## src/rtl/inst_mem.sv

```systemverilog
`default_nettype none
// ============================================================================
// Module      : inst_mem
// Description : 32-word instruction memory. Combinational read indexed by the
//               low ADDR_BITS of the word-index program counter, synchronous
//               program-load write port, synchronous clear on reset.
// Revision    : 1.0 - initial release
// ============================================================================
module inst_mem #(
  parameter int DATA_WIDTH = 32,
  parameter int ADDR_BITS  = 5
) (
  input  logic                  clk,
  input  logic                  reset,
  input  logic [31:0]           PC,
  output logic [DATA_WIDTH-1:0] Inst,
  input  logic                  we,
  input  logic [ADDR_BITS-1:0]  wr_addr,
  input  logic [DATA_WIDTH-1:0] wr_data
);

  localparam int c_DEPTH = 2 ** ADDR_BITS;

  // Storage kept as a plain unpacked array so a bench can preload it by
  // hierarchical assignment without clocking.
  logic [DATA_WIDTH-1:0] regfile [c_DEPTH];

  // PC is a word index; only the low ADDR_BITS select a word, so anything
  // above wraps and is intentionally discarded.
  logic [ADDR_BITS-1:0]  w_rd_idx;
  logic [31-ADDR_BITS:0] w_pc_hi_unused;

  assign w_rd_idx       = PC[ADDR_BITS-1:0];
  assign w_pc_hi_unused = PC[31:ADDR_BITS];

  // Zero-latency read: follows PC and the addressed word with no clock.
  // A same-index write therefore shows the old word until the edge and the
  // new word right after it.
  assign Inst = regfile[w_rd_idx];

  // Synchronous clear (wins over a write in the same cycle) or single write.
  always_ff @(posedge clk) begin
    if (reset) begin
      for (int i = 0; i < c_DEPTH; i++) begin
        regfile[i] <= '0;
      end
    end else if (we) begin
      regfile[wr_addr] <= wr_data;
    end
  end

endmodule
`default_nettype wire

```

## config.mk

```make
export PLATFORM = sky130hd
export DESIGN_NAME = inst_mem
export DESIGN_NICKNAME = d
export VERILOG_FILES = /design/src/rtl/inst_mem.sv
export SDC_FILE = /design/constraint.sdc
export NUM_CORES = 1
export LEC_CHECK = 0
export CAP_MARGIN = 20
export CORE_MARGIN = 2
export CORE_UTILIZATION = 30
export CTS_CLUSTER_SIZE = 10
export DETAILED_ROUTE_END_ITERATION = 10
export GPL_TIMING_DRIVEN = 0
export SLEW_MARGIN = 20
export SYNTH_ARGS = -nofsm -noshare
export SYNTH_HDL_FRONTEND = slang
export SYNTH_SLANG_ARGS = --single-unit
```

## constraint.sdc

```tcl
create_clock -name clk -period 2.23 [get_ports clk]
set_clock_uncertainty 0.15 [all_clocks]
set_input_delay 0.223 -clock clk [delete_from_list [all_inputs] [get_ports clk]]
set_output_delay 0.223 -clock clk [all_outputs]
set_load 0.01 [all_outputs]
```

== Word-level counts from Yosys, hierarchy flattened ==
Memories as Yosys holds them, arrays and structs flattened.
Index checks and enable logic that the tools add are counted.
Widths: inputs -> output; s select.

* Input bits: 72
* Memory bits (writable): 1024
* Register bits: 0
* Logic and storage cells: 10
* Bits in latches: 0
* Output and inout bits: 32
* Memory bits (read-only): 0
* Memories kept: 1

{| class="wikitable"
|+ Memory list
! name !! words !! bits a word !! read ports !! clocked after Yosys merged registers in !! write ports !! line !! RTL
|-
| regfile || 32 || 32 || 1 || 0 || 32 || 26 || <nowiki>logic [DATA_WIDTH-1:0] regfile [c_DEPTH];</nowiki>
|}

* Mux-type cells: 8
* Magnitude comparators: 0
* Equal/unequal tests: 0
* Multiply operators: 0
* Add/sub/neg operators: 0
* Divide/modulo/power cells: 0
* Bitwise operators: 0
* Reductions and logical operators: 1
* Shift operators: 0

{| class="wikitable"
|+ Operator list
! kind !! count
|-
| $mux 32 || 1
|-
| $reduce_or 32->1 || 1
|-
| $mux 1 || 6
|-
| $mux 5 || 1
|}

== Logic depth before layout (Yosys ltp) ==
* Depth after elaboration: 5
* Gate-level depth with buffers: 8
* Depth with buffers taken out: 5

== Least setup slack after synthesis ==
Ideal clock, no wire load.

* Kind: in2reg
* Start point: input port reset
* End point: memory regfile[12][0] (enable)
* Arrival: 1.502 ns
* Setup time: 0.375 ns
* Stages on the path: 5
* Required time: 1.705 ns
* Buffers on the path: 1
* Path slack: 0.203 ns
* Path through: nand2b_1 > or3_4 > buf_8 > nor2_8 > or2_2

{| class="wikitable"
|+ RTL lines
! element !! line !! RTL
|-
| from (decl) || 14 || <nowiki>input logic reset,</nowiki>
|-
| to (decl) || 26 ||
|}

== Worst setup path in the final report ==
* Start point: memory regfile[2][31]
* End point: output port Inst[31]

* Cells in the longest elaborated chain, start to end: 1

{| class="wikitable"
|+ RTL lines
! element !! line !! RTL
|-
| $mem_v2 32x32 || n/a ||
|-
| to (decl) || 16 || <nowiki>output logic [DATA_WIDTH-1:0] Inst,</nowiki>
|}

No other way between the ends.

==> out/summary.md <==
VDD sags by at most 0.0005706 V. The detailed router finished its first iteration with 2260 violations. Total power for the finished layout comes to 42.68 mW. Walking the worst path, the cells encountered are mux2i_1 > a22o_1 > nor3_1 > a31oi_1 > nand3_4 > buf_6.

The mean area per synthesized cell is 13.66 sq um. The floorplan has 146 rows. After filler insertion, the fill cell instance count of the layout stands at 15240. The final antenna-violating net count is 0. After detailed routing, the average wire length per cell comes to 22.65 um.

In the finished design, the share of the clock period the worst path needs comes to 116.8%. The H-tree was split into 3 levels. The run gives 31 as the number of distinct library cells after synthesis. For the total count of hold-check failures in the final report, the log shows 0. 104 I/O pins were placed. The tools report the max-cap check violation count as 0. In the routed design, unresolved DRC markers number 0. The relative contribution of sequential cells to total power is 52.6%. Setup repair after global routing could not meet its margin everywhere. For the via count of the first global-routing pass, the log shows 27850.

At the end of the flow the core is filled with cells to 35.30%. Setup violations remaining at the end of the flow were counted as 36. For this design the total switching power over the nets is 9.890 mW. The type of the tightest min-delay check was in2reg. The final number of max-transition violations is 0, and the detailed-router iteration count before antenna repair is 9.

The tools report the global-route wire length before repair as 187000 um. The most frequent cell after synthesis is sky130_fd_sc_hd__and2_1. Static timing analysis puts the maximum clock frequency at 384.0 MHz. Number of clock buffers inserted by TritonCTS: 114. The die covers 0.1617 sq mm.

The number of hold buffers added after CTS was 0. Of all cell types, the one taking the most synthesized area is sky130_fd_sc_hd__edfxtp_1. The static power due to leakage came out at 20.53 nW. Global routing used 15.88% of the available tracks.

The most used flip-flop cell after synthesis is sky130_fd_sc_hd__edfxtp_1. Measured along the x axis, the die boundary spans 402.1 um. The worst setup path is captured at an output pin.

The shortest period the worst path allows came out at 2604 ps. The slack of the critical path is -374.1 ps. The congestion estimate from routability-driven global placement came to 0.8732.

The largest registers in the layout are regfile: 1024 flops. After synthesis, the largest area contributor takes up 64.67% of total cell area. The cell area that synthesis handed to floorplanning was 0.04755 sq mm.

The pin count of the biggest net entering global routing was 33. The number of input and output port buffers inserted was 75; the final net count was 3774. The data arrival time of the critical path is 2230 ps.

After detailed routing, the total wire length is 131400 um. The number of flip-flops in the largest register is 1024, and the ratio of cells with drive above 1 in the final layout is 15.51%. The HPWL after detailed placement is 100800 um. During synthesis, Yosys emitted a total of 0 warnings. Synthesis produced a netlist whose cell count is 3482. The remaining global-route overflow was 0. The logs give -6918 ps for the final total negative setup slack and 32.79 mW for the cell-internal power. The slowest cell on the critical path was sky130_fd_sc_hd__edfxtp_1. The routed layout has 27390 vias. Worst slack on hold paths: 306.9 ps. Dividing total power by cell area gives a power density of 766.1 mW/mm^2. The buffer and inverter count on the worst path was 1; the clock input transition at the sequential cells of the worst setup and hold paths was 50 ps. Counting every net in the synthesized netlist gives 3554. The critical path is of the reg2out type. The total area inside the core boundary comes to 0.1578 sq mm. Counting instances in the post-synthesis netlist gives the leading cell types as sky130_fd_sc_hd__and2_1 (1025), sky130_fd_sc_hd__edfxtp_1 (1024), sky130_fd_sc_hd__mux2i_1 (512), sky130_fd_sc_hd__clkbuf_1 (177), sky130_fd_sc_hd__nand2_1 (98). For this configuration, the core starts out at a cell density of 30.13%. By area the synthesized netlist is led by sky130_fd_sc_hd__edfxtp_1 (65%), sky130_fd_sc_hd__and2_1 (13%), sky130_fd_sc_hd__mux2i_1 (11%).

The area growth from synthesis to layout is 17.16%. Among cell families on the critical path, the largest total delay comes from compound AO/OA/AOI/OAI gates. In this run the vertical extent of the chip is 402.1 um. The largest fanout on the critical path is 1, and the clock sink total is 1024.

At the worst endpoint, the required time is 1860 ps. The cell sitting at the root of the clock tree is a sky130_fd_sc_hd__clkbuf_16. In this run, the clock network consumes 38.1% of the power. The worst setup path is launched from a flip-flop. Sequential cells were found to cover 64.67% of the synthesized design area.

TritonCTS built the clock tree. The register with the most flip-flops in the final layout is regfile. The fraction of synthesis flops using an asynchronous set or reset pin was 0%. The checks that failed: setup timing.

The flow ran to the end, but the final reports show violations. Net switching is 23.17% of the power. On the worst path, the slowest cell contributes a delay of 360 ps. Measured against its own limit, the worst slew margin works out to 49.97%. The initial antenna violation count is 3, and the share of power burned in combinational logic is 9.3%. The number of flip-flops and latches in the synthesized netlist is 1024, and the maximum clock insertion buffer count is 3. At the pin with the least slew margin, the transition time is 750.4 ps. In the routed layout, each cell is associated on average with a via count of 4.721.

The number of enable-type register cells in the synthesized netlist was 1024.
[placed cells by master (no fill, tap or decap), drive strengths merged]
cell type and n:
a21oi 96, a22o 64, a22oi 96, a31oi 32, and2 1025, buf 158, clkbuf 339, clkdlybuf4s15 1
clkdlybuf4s50 36, clkinv 5, diode 5, dlygate4sd2 2, dlymetal6s2s 2, edfxtp 1024, inv 2, mux2i 512
nand2 99, nand2b 3, nand3 98, nand3b 4, nor2 35, nor2b 3, nor3 32, or2 54
or3 2, or3b 2
[final cells by class]
type / count / area (sq um) / area share, %
Clock inverter: 7 / 36.28 / 0.06513
Sequential cell: 1024 / 30750 / 55.20
Buffer: 321 / 2090 / 3.751
Clock buffer: 133 / 2988 / 5.363
Multi-Input combinational cell: 2157 / 16380 / 29.40
Antenna cell: 5 / 12.51 / 0.02246
Tap cell: 2072 / 2592 / 4.654
Timing Repair Buffer: 84 / 864.6 / 1.552
[cells by family after synthesis]
family                 Yosys count  synth area share [%]
AND/OR/NAND/NOR               1336                 16.84
AO/OA/AOI/OAI                  288                 4.126
multiplexers                   512                 10.78
flip-flops                    1024                 64.67
buffers and inverters          322                 3.587
[per-stage QoR]
| stage | cell area, sq um | worst slack (ps) | std cells |
|---|---|---|---|
| after CTS | 55290 | -427.8 | 5787 |
| after floorplan | 47550 | 203.2 | 3482 |
| after global placement | 50890 | -2240 | 5629 |
| after detailed placement | 50890 | -2224 | 5629 |
| after global routing | 55700 | -414.9 | 5798 |
| final | 55710 | -374.1 | 5803 |
[per-layer routing]
layer | part of all wire (%) | track usage, %
met5 | 0 | 0
met4 | 2.4 | 4.643
met3 | 6.6 | 2.496
met2 | 47 | 26.21
met1 | 44 | 21.51
[power by group through the flow]
| stage | clock network, mW | logic, mW | registers (mW) |
|---|---|---|---|
| after floorplan | 0 | 1.98 | 22.8 |
| after global placement | 0 | 3.49 | 22.8 |
| after detailed placement | 0 | 3.51 | 22.9 |
| after CTS | 16.4 | 3.87 | 22.5 |
| after global routing | 17.1 | 4.22 | 22.5 |
| final | 16.3 | 3.96 | 22.5 |
[repair_timing]
action                                  in CTS  in global routing
setup buffers                                5                  4
gates cloned                                14                  7
pin swaps                                   96                 62
gates resized for setup                    496                 65
endpoints found under the setup margin    1578                616
[worst paths after layout]
kind | startpoint | to | cells past startpoint
max | regfile[2][31] | Inst[31] | 6
min | wr_data[28] | regfile[3][28] | 2
Note: power is estimated with default switching activity, not from simulation.
